$ cat src/rtl/ctrl_pkg.sv
// ctrl_pkg: shared constants for the multi-cycle controller.
//   - FSM state encoding (3-bit, debug-visible on W_state)
//   - opcode / R-type funct constants
//   - ALU, shift, branch and jump select codes
//   - ctrl_t: the control bundle produced by ctrl_decode
package ctrl_pkg;

  localparam logic [2:0] ST_FETCH  = 3'd0;
  localparam logic [2:0] ST_DECODE = 3'd1;
  localparam logic [2:0] ST_EXEC   = 3'd2;
  localparam logic [2:0] ST_MEM    = 3'd3;
  localparam logic [2:0] ST_WB     = 3'd4;
  localparam logic [2:0] ST_TRAP   = 3'd5;

  localparam logic [5:0] OP_RTYPE = 6'b000000;
  localparam logic [5:0] OP_J     = 6'b000010;
  localparam logic [5:0] OP_JAL   = 6'b000011;
  localparam logic [5:0] OP_BEQ   = 6'b000100;
  localparam logic [5:0] OP_BNE   = 6'b000101;
  localparam logic [5:0] OP_ADDI  = 6'b001000;
  localparam logic [5:0] OP_ADDIU = 6'b001001;
  localparam logic [5:0] OP_SLTI  = 6'b001010;
  localparam logic [5:0] OP_ANDI  = 6'b001100;
  localparam logic [5:0] OP_ORI   = 6'b001101;
  localparam logic [5:0] OP_XORI  = 6'b001110;
  localparam logic [5:0] OP_LW    = 6'b100011;
  localparam logic [5:0] OP_SW    = 6'b101011;

  localparam logic [5:0] FN_SLL  = 6'b000000;
  localparam logic [5:0] FN_SRL  = 6'b000010;
  localparam logic [5:0] FN_SRA  = 6'b000011;
  localparam logic [5:0] FN_JR   = 6'b001000;
  localparam logic [5:0] FN_ADD  = 6'b100000;
  localparam logic [5:0] FN_ADDU = 6'b100001;
  localparam logic [5:0] FN_SUB  = 6'b100010;
  localparam logic [5:0] FN_SUBU = 6'b100011;
  localparam logic [5:0] FN_AND  = 6'b100100;
  localparam logic [5:0] FN_OR   = 6'b100101;
  localparam logic [5:0] FN_XOR  = 6'b100110;
  localparam logic [5:0] FN_NOR  = 6'b100111;
  localparam logic [5:0] FN_SLT  = 6'b101010;
  localparam logic [5:0] FN_SLTU = 6'b101011;

  localparam logic [2:0] ALU_ADD  = 3'b000;
  localparam logic [2:0] ALU_SUB  = 3'b001;
  localparam logic [2:0] ALU_AND  = 3'b010;
  localparam logic [2:0] ALU_OR   = 3'b011;
  localparam logic [2:0] ALU_XOR  = 3'b100;
  localparam logic [2:0] ALU_NOR  = 3'b101;
  localparam logic [2:0] ALU_SLT  = 3'b110;
  localparam logic [2:0] ALU_SLTU = 3'b111;

  localparam logic [1:0] SH_NONE = 2'b00;
  localparam logic [1:0] SH_SLL  = 2'b01;
  localparam logic [1:0] SH_SRL  = 2'b10;
  localparam logic [1:0] SH_SRA  = 2'b11;

  localparam logic [1:0] BR_EQ = 2'b01;
  localparam logic [1:0] BR_NE = 2'b10;
  localparam logic [1:0] JB_J  = 2'b01;
  localparam logic [1:0] JB_JR = 2'b10;

  // Where an instruction goes after EXEC.
  typedef enum logic [1:0] {
    CLS_JUMP = 2'd0,  // finishes in EXEC (branches, jumps, NOP)
    CLS_MEM  = 2'd1,  // lw / sw
    CLS_WB   = 2'd2   // register write-back (ALU, shifts, jal)
  } cls_t;

  typedef struct packed {
    logic [2:0] alu_sel;
    logic       wb_regsrc_sel;
    logic       ex_rt_sel;
    logic       write_src_sel;
    logic [1:0] branch;
    logic [1:0] j_branch;
    logic       imme_sign_extend;
    logic [1:0] shift;
    logic       is_jal;
    logic       is_sw;
    cls_t       cls;
  } ctrl_t;

  localparam ctrl_t CTRL_NOP = '0;

endpackage

$ cat src/rtl/ctrl_decode.sv
// ctrl_decode: purely combinational instruction decode.
// Ports:
//   i_op, i_funct  latched opcode / funct from the controller
//   o_ctrl         control bundle (datapath selects + routing class)
//   o_illegal      1 when op/funct is not a recognised instruction
// Unrecognised encodings return CTRL_NOP, which routes as CLS_JUMP.
module ctrl_decode
  import ctrl_pkg::*;
(
  input  logic [5:0] i_op,
  input  logic [5:0] i_funct,
  output ctrl_t      o_ctrl,
  output logic       o_illegal
);

  always_comb begin
    o_ctrl    = CTRL_NOP;
    o_illegal = 1'b0;
    case (i_op)
      OP_RTYPE: begin
        o_ctrl.write_src_sel = 1'b1;
        o_ctrl.cls           = CLS_WB;
        case (i_funct)
          FN_ADD, FN_ADDU: o_ctrl.alu_sel = ALU_ADD;
          FN_SUB, FN_SUBU: o_ctrl.alu_sel = ALU_SUB;
          FN_AND:          o_ctrl.alu_sel = ALU_AND;
          FN_OR:           o_ctrl.alu_sel = ALU_OR;
          FN_XOR:          o_ctrl.alu_sel = ALU_XOR;
          FN_NOR:          o_ctrl.alu_sel = ALU_NOR;
          FN_SLT:          o_ctrl.alu_sel = ALU_SLT;
          FN_SLTU:         o_ctrl.alu_sel = ALU_SLTU;
          FN_SLL:          o_ctrl.shift   = SH_SLL;
          FN_SRL:          o_ctrl.shift   = SH_SRL;
          FN_SRA:          o_ctrl.shift   = SH_SRA;
          FN_JR: begin
            o_ctrl.j_branch = JB_JR;
            o_ctrl.cls      = CLS_JUMP;
          end
          default: begin
            o_ctrl    = CTRL_NOP;
            o_illegal = 1'b1;
          end
        endcase
      end
      // Immediate ALU ops take the immediate as the second operand.
      OP_ADDI, OP_ADDIU, OP_SLTI, OP_ANDI, OP_ORI, OP_XORI: begin
        o_ctrl.ex_rt_sel        = 1'b1;
        o_ctrl.cls              = CLS_WB;
        o_ctrl.imme_sign_extend = (i_op == OP_ADDI) || (i_op == OP_ADDIU) || (i_op == OP_SLTI);
        case (i_op)
          OP_SLTI: o_ctrl.alu_sel = ALU_SLT;
          OP_ANDI: o_ctrl.alu_sel = ALU_AND;
          OP_ORI:  o_ctrl.alu_sel = ALU_OR;
          OP_XORI: o_ctrl.alu_sel = ALU_XOR;
          default: o_ctrl.alu_sel = ALU_ADD;
        endcase
      end
      OP_LW, OP_SW: begin
        o_ctrl.alu_sel          = ALU_ADD;
        o_ctrl.imme_sign_extend = 1'b1;
        o_ctrl.ex_rt_sel        = 1'b1;
        o_ctrl.wb_regsrc_sel    = (i_op == OP_LW);
        o_ctrl.is_sw            = (i_op == OP_SW);
        o_ctrl.cls              = CLS_MEM;
      end
      // Branch offsets are signed; compare via subtraction.
      OP_BEQ, OP_BNE: begin
        o_ctrl.alu_sel          = ALU_SUB;
        o_ctrl.imme_sign_extend = 1'b1;
        o_ctrl.branch           = (i_op == OP_BEQ) ? BR_EQ : BR_NE;
        o_ctrl.cls              = CLS_JUMP;
      end
      OP_J: begin
        o_ctrl.j_branch = JB_J;
        o_ctrl.cls      = CLS_JUMP;
      end
      OP_JAL: begin
        o_ctrl.j_branch = JB_J;
        o_ctrl.is_jal   = 1'b1;
        o_ctrl.cls      = CLS_WB;
      end
      default: begin
        o_ctrl    = CTRL_NOP;
        o_illegal = 1'b1;
      end
    endcase
  end

endmodule

$ cat src/rtl/multi_cycle_ctrl.sv
// multi_cycle_ctrl: FETCH/DECODE/EXEC/MEM/WB controller for a multi-cycle
// MIPS-style datapath.
// Ports:
//   clk, rst                 clock, asynchronous active-high reset
//   W_instr_op/W_instr_funct opcode/funct from datapath (latched in DECODE)
//   W_mem_ready              memory access completes this cycle
//   W_regfile_wea..W_jal_en  datapath control (zero in FETCH/DECODE)
//   W_pc_wea, W_ir_wea       PC / IR load enables
//   W_illegal                trap flag
//   W_state                  current FSM state (debug)
// Build option: define MULTI_CYCLE_CTRL_TRAP_EN to trap illegal instructions
// in a terminal TRAP state; otherwise they retire as a NOP.
module multi_cycle_ctrl
  import ctrl_pkg::*;
(
  input  logic       clk,
  input  logic       rst,
  input  logic [5:0] W_instr_op,
  input  logic [5:0] W_instr_funct,
  input  logic       W_mem_ready,
  output logic       W_regfile_wea,
  output logic [2:0] W_alu_sel,
  output logic [3:0] W_mem_wea,
  output logic       W_wb_regsrc_sel,
  output logic       W_ex_rt_sel,
  output logic       W_write_src_sel,
  output logic [1:0] W_branch,
  output logic [1:0] W_j_branch,
  output logic       W_imme_sign_extend,
  output logic [1:0] W_shift,
  output logic       W_jal_en,
  output logic       W_pc_wea,
  output logic       W_ir_wea,
  output logic       W_illegal,
  output logic [2:0] W_state
);

  logic [2:0] r_state;
  logic [2:0] w_next;
  logic [5:0] r_op;
  logic [5:0] r_funct;
  ctrl_t      w_ctrl;
  logic       w_illegal;
  logic       w_fields_en;
  logic       w_exec_retire;
  logic       w_sw_done;

  ctrl_decode u_decode (
    .i_op      (r_op),
    .i_funct   (r_funct),
    .o_ctrl    (w_ctrl),
    .o_illegal (w_illegal)
  );

  always_ff @(posedge clk or posedge rst) begin
    if (rst) begin
      r_state <= ST_FETCH;
      r_op    <= '0;
      r_funct <= '0;
    end else begin
      r_state <= w_next;
      if (r_state == ST_DECODE) begin
        r_op    <= W_instr_op;
        r_funct <= W_instr_funct;
      end
    end
  end

  always_comb begin
    w_next = r_state;
    case (r_state)
      ST_FETCH:  if (W_mem_ready) w_next = ST_DECODE;
      ST_DECODE: w_next = ST_EXEC;
      ST_EXEC: begin
        case (w_ctrl.cls)
          CLS_MEM: w_next = ST_MEM;
          CLS_WB:  w_next = ST_WB;
          default: w_next = ST_FETCH;
        endcase
`ifdef MULTI_CYCLE_CTRL_TRAP_EN
        if (w_illegal) w_next = ST_TRAP;
`else
        if (w_illegal) w_next = ST_FETCH;
`endif
      end
      ST_MEM:    if (W_mem_ready) w_next = w_ctrl.is_sw ? ST_FETCH : ST_WB;
      ST_WB:     w_next = ST_FETCH;
      ST_TRAP:   w_next = ST_TRAP;
      default:   w_next = ST_FETCH;
    endcase
  end

  // rst gates every output so they drop in the same cycle reset rises,
  // even while FETCH sees W_mem_ready high.
  assign w_fields_en = ~rst & ((r_state == ST_EXEC) || (r_state == ST_MEM) || (r_state == ST_WB));
  assign w_sw_done   = ~rst & (r_state == ST_MEM) & W_mem_ready & w_ctrl.is_sw;

`ifdef MULTI_CYCLE_CTRL_TRAP_EN
  assign w_exec_retire = (r_state == ST_EXEC) & (w_ctrl.cls == CLS_JUMP) & ~w_illegal;
  assign W_illegal     = ~rst & (r_state == ST_TRAP);
`else
  // Illegal encodings decode as CLS_JUMP, so they retire here as a NOP.
  assign w_exec_retire = (r_state == ST_EXEC) & (w_ctrl.cls == CLS_JUMP);
  assign W_illegal     = 1'b0;
`endif

  assign W_pc_wea      = ~rst & (w_exec_retire | (r_state == ST_WB)) | w_sw_done;
  assign W_ir_wea      = ~rst & (r_state == ST_FETCH) & W_mem_ready;
  assign W_regfile_wea = ~rst & (r_state == ST_WB);
  assign W_mem_wea     = {4{w_sw_done}};
  assign W_jal_en      = ~rst & (r_state == ST_WB) & w_ctrl.is_jal;

  assign W_alu_sel          = w_fields_en ? w_ctrl.alu_sel          : 3'b000;
  assign W_wb_regsrc_sel    = w_fields_en ? w_ctrl.wb_regsrc_sel    : 1'b0;
  assign W_ex_rt_sel        = w_fields_en ? w_ctrl.ex_rt_sel        : 1'b0;
  assign W_write_src_sel    = w_fields_en ? w_ctrl.write_src_sel    : 1'b0;
  assign W_branch           = w_fields_en ? w_ctrl.branch           : 2'b00;
  assign W_j_branch         = w_fields_en ? w_ctrl.j_branch         : 2'b00;
  assign W_imme_sign_extend = w_fields_en ? w_ctrl.imme_sign_extend : 1'b0;
  assign W_shift            = w_fields_en ? w_ctrl.shift            : 2'b00;

  assign W_state = r_state;

endmodule

$ cat config.mk
export PLATFORM = sky130hd
export DESIGN_NAME = multi_cycle_ctrl
export DESIGN_NICKNAME = d
export VERILOG_FILES = /design/src/rtl/ctrl_pkg.sv /design/src/rtl/ctrl_decode.sv /design/src/rtl/multi_cycle_ctrl.sv
export SDC_FILE = /design/constraint.sdc
export NUM_CORES = 1
export LEC_CHECK = 0
export ABC_AREA = 1
export CAP_MARGIN = 20
export CORE_UTILIZATION = 44
export DETAILED_ROUTE_END_ITERATION = 8
export PLACE_DENSITY_LB_ADDON = 0.1
export SYNTH_ARGS = -nofsm -noshare
export SYNTH_HDL_FRONTEND = slang
export SYNTH_SLANG_ARGS = --single-unit
$ cat constraint.sdc
create_clock -name clk -period 2.28 [get_ports clk]
set_input_delay 0.57 -clock clk [delete_from_list [all_inputs] [get_ports clk]]
set_output_delay 0.57 -clock clk [all_outputs]
set_load 0.005 [all_outputs]
==> results by group <==
GRT
  • First-pass GRT wire length: ~5.4 mm
  • GRT Overall Usage: 0.2706
  • Largest net degree at the start of global routing: 26
  • Grt ovf: 0
  • Initial antenna violation count: 0
  • Vias in the first global route: roughly 1.3k

STA
  • RSZ-0062 raised after global routing: yes
  • Fmax achieved: between 0.4 and 0.5 GHz
  • Post-route minimum period: about 2.3 ns
  • Clock Skew: 0.002647 ns
  • Max-slew violation count: 0
  • Period utilisation layout: 0.9893
  • Actual slew at the worst max-slew pin: slightly above 0.7 ns
  • Final setup violation count: 0
  • Fin. Hold Viols: 0
  • Slew margin rel.: 0.5257

Logic synthesis
  • Synthesized Nets: 185
  • Yosys top cell by area: dfrtp_1
  • FF+latch count, synth: 15
  • Yosys top cell area share: 0.3315
  • Synthesized area: about 0.0011 mm²
  • Post-Syn Instances: between 150 and 200
  • Avg Synthesized Cell Area: 6.661 µm²
  • Top post-synthesis cells by area: dfrtp_1 33%, nor2_1 11%, nand2_1 9.3%
  • Synth warn: 0
  • Seq/Total Area, Yosys: 0.3315
  • Synth unique cells: 28

Power
  • Tot Pwr: ~2100 µW
  • Pwr/cell area: between 1000 and 1500 mW/mm²
  • Leakage: about 0.00096 µW
  • IR drop worst, VDD: between 900 and 1000 µV

Placed design
  • GP Congestion: around 0.96
  • I/O Buffers: 38
  • Dpl hpwl: about 2.7 mm
  • Post-DP Area: roughly 0.0017 mm²
  • # placed instances: ~260

Route
  • Drt first pass iters: 4
  • DRT antenna net count: 0
  • Via count: ~1.4k
  • DRC: 0
  • 1st-iter DRT viols: 45
  • Via density: about 5.3
  • Routed wire length: about 3.9 mm
  • Drt wl/cell: ~14 µm

Floorplanning
  • Core area: 0.002455 mm²
  • Row cnt: 18
  • Initial Util: 0.4613
  • Die height: between 50 and 60 µm
  • Io pins: 40
  • Die area: ~0.0028 mm²
  • DIE WIDTH: roughly 53 µm

Flow run
  • Max-Cap Viols: 0

Worst setup path
  • Critical R2R Capture: r_op[1]
  • Arr. time, crit path: 1.69 ns
  • RR Startpoint: W_state[1]
  • WP data required: 1.71 ns
  • CP most frequent cell: nand2_2
  • CP max FO: 4
  • CP peak stage delay: slightly below 0.4 ns
  • Bufs and invs on worst path: 2
  • Critical path's top delay family: simple AND/OR/NAND/NOR gates
  • Critical path type: reg2out
  • Critical path's slowest cell: dfrtp_2
  • R2R Setup Slk: ~0.43 ns
  • Critical path capture point type: output pin
  • Startpoint Class: flop
  • Cell breakdown of the critical path: nand2_2 -> nor3_4 -> buf_4 -> nand2_2 -> a41oi_1 -> dlygate4sd2_1
  • R2r worst-path depth: 6

Layout
  • Nets: between 200 and 300
  • Finished Cell Area: between 0.0015 and 0.002 mm²
  • # fillers: approximately 170
  • Syn-to-layout area delta: 66.74%
  • Ratio of cells with drive above 1 in the final layout: 0.4180
  • Ant diodes: 0
  • Final Non-Filler Cells: roughly 270

Clock network
  • CTS tree: done
  • Clk buf depth: 2
  • Clock root cell: clkbuf_4
  • Clock transition at path regs: approximately 0.080 ns
  • Clock Sinks: 15
  • Num CTS Buffers: 3
  • Later-pin clock latency in the skew report: between 0.2 and 0.3 ns
  • CTS H-Tree Depth: 1
  • CTS Hold Bufs: 0

Hold path
  • HP Class: in2async

Status
  • Status: finished, final reports clean
-- cell type report --
| class | instances | area [µm²] | area share |
|---|---|---|---|
| Inverter | 23 | 88.84 | 0.04705 |
| Tap cell | 30 | 37.54 | 0.01988 |
| Clock buffer | 4 | 26.28 | 0.01392 |
| Timing Repair Buffer | 77 | 624.3 | 0.3307 |
| Multi-Input combinational cell | 125 | 732.0 | 0.3877 |
| Sequential cell | 15 | 379.1 | 0.2008 |
-- sequential cells by signal, indices dropped and copies added (netlist names) --
signal and count:
r_op 6, r_funct 6, W_state 3
-- cells by family (layout without fill, tap and decap cells) --
logic type             Yosys count  after routing  share of synthesized area
and+or+nand+nor                 93             93                     0.3834
other                            1              1                   0.003312
DFF                             15             15                     0.3315
AOI/OAI and AO/OA               31             31                     0.1635
buffers and inverters           30            104                     0.1182
-- Yosys cell counts --
| master | count |
|---|---|
| conb_1 | 1 |
| a31oi_1 | 2 |
| a41oi_1 | 2 |
| inv_1 | 17 |
| nand4_1 | 3 |
| a211oi_2 | 1 |
| nand2_1 | 28 |
| dfrtp_1 | 15 |
| o21bai_1 | 1 |
| nor2_4 | 1 |
| buf_4 | 5 |
| buf_2 | 2 |
| nand2_2 | 4 |
| nand3_1 | 10 |
| o21ai_1 | 2 |
| nor3_2 | 2 |
| nor2_2 | 4 |
| nor3_4 | 1 |
| nand3b_1 | 1 |
| or2_2 | 1 |
| inv_2 | 6 |
| a21oi_2 | 2 |
| a21oi_1 | 18 |
| nor3_1 | 3 |
| nor4_1 | 1 |
| o21ai_0 | 2 |
| o211ai_1 | 1 |
| nor2_1 | 34 |
-- layout by cell type, fill, tap and decap left out, drive strengths merged --
master | synthesis | final
a211oi | 1 | 1
a21oi | 20 | 20
a31oi | 2 | 2
a41oi | 2 | 2
buf | 7 | 41
clkbuf | 0 | 11
clkdlybuf4s15 | 0 | 5
clkdlybuf4s50 | 0 | 15
conb | 1 | 1
dfrtp | 15 | 15
dlygate4sd2 | 0 | 9
inv | 23 | 23
nand2 | 32 | 32
nand3 | 10 | 10
nand3b | 1 | 1
nand4 | 3 | 3
nor2 | 39 | 39
nor3 | 6 | 6
nor4 | 1 | 1
o211ai | 1 | 1
o21ai | 4 | 4
o21bai | 1 | 1
or2 | 1 | 1
-- worst reg2reg max path, delay by kind of cell (launching register included) --
kind	cells	cell delay [ns]
and+or+nand+nor	3	0.94
DFF	1	0.41
buffers and inverters	2	0.26
AOI/OAI and AO/OA	1	0.09
-- power breakdown --
part           internal [µW]  switching [µW]  total [µW]
Clock                   68.0            80.0         148
Sequential               405             130         535
Combinational            583             814        1400
-- routing by layer --
layer | vias to the layer above | global-route usage | routed length (µm)
li1 | 696 | - | -
met3 | 13 | 0.02029 | 136
met4 | 0 | 0.1360 | 98
met2 | 50 | 0.4684 | 1962
met1 | 686 | 0.3321 | 1672
met5 | - | 0 | 0
-- how the worst max path moves through the flow --
stage	startpoint	endpoint	slack, ns	cells after the start
after floorplan	rst	W_branch[0]	0.03	7
after global placement	rst	W_shift[0]	-0.46	9
after detailed placement	rst	W_branch[1]	-0.50	9
after CTS	r_funct[2]	W_pc_wea	0.006	9
after global routing	r_op[1]	W_ex_rt_sel	-0.03	5
final	r_op[1]	W_ex_rt_sel	0.02	6
-- through the flow --
step                      utilization  setup slack, ns  hold slack (ns)  setup TNS (ns)
after floorplan                     -          0.02808           0.5121               0
after global placement         0.6855          -0.4556           0.5446          -8.132
after detailed placement       0.6855          -0.5026           0.5443          -8.806
after CTS                      0.7594         0.006162           0.5038               0
after global routing           0.7691         -0.03435           0.5239         -0.1529
final                          0.7691          0.02447           0.5082               0
-- repair_timing --
action	CTS	global route
hold endpoints to repair	0	0
setup endpoints to repair	21	16
gates resized for setup	57	31
buffers inserted	14	2
pin swaps	6	5
Note: power is estimated with default switching activity, not from simulation.
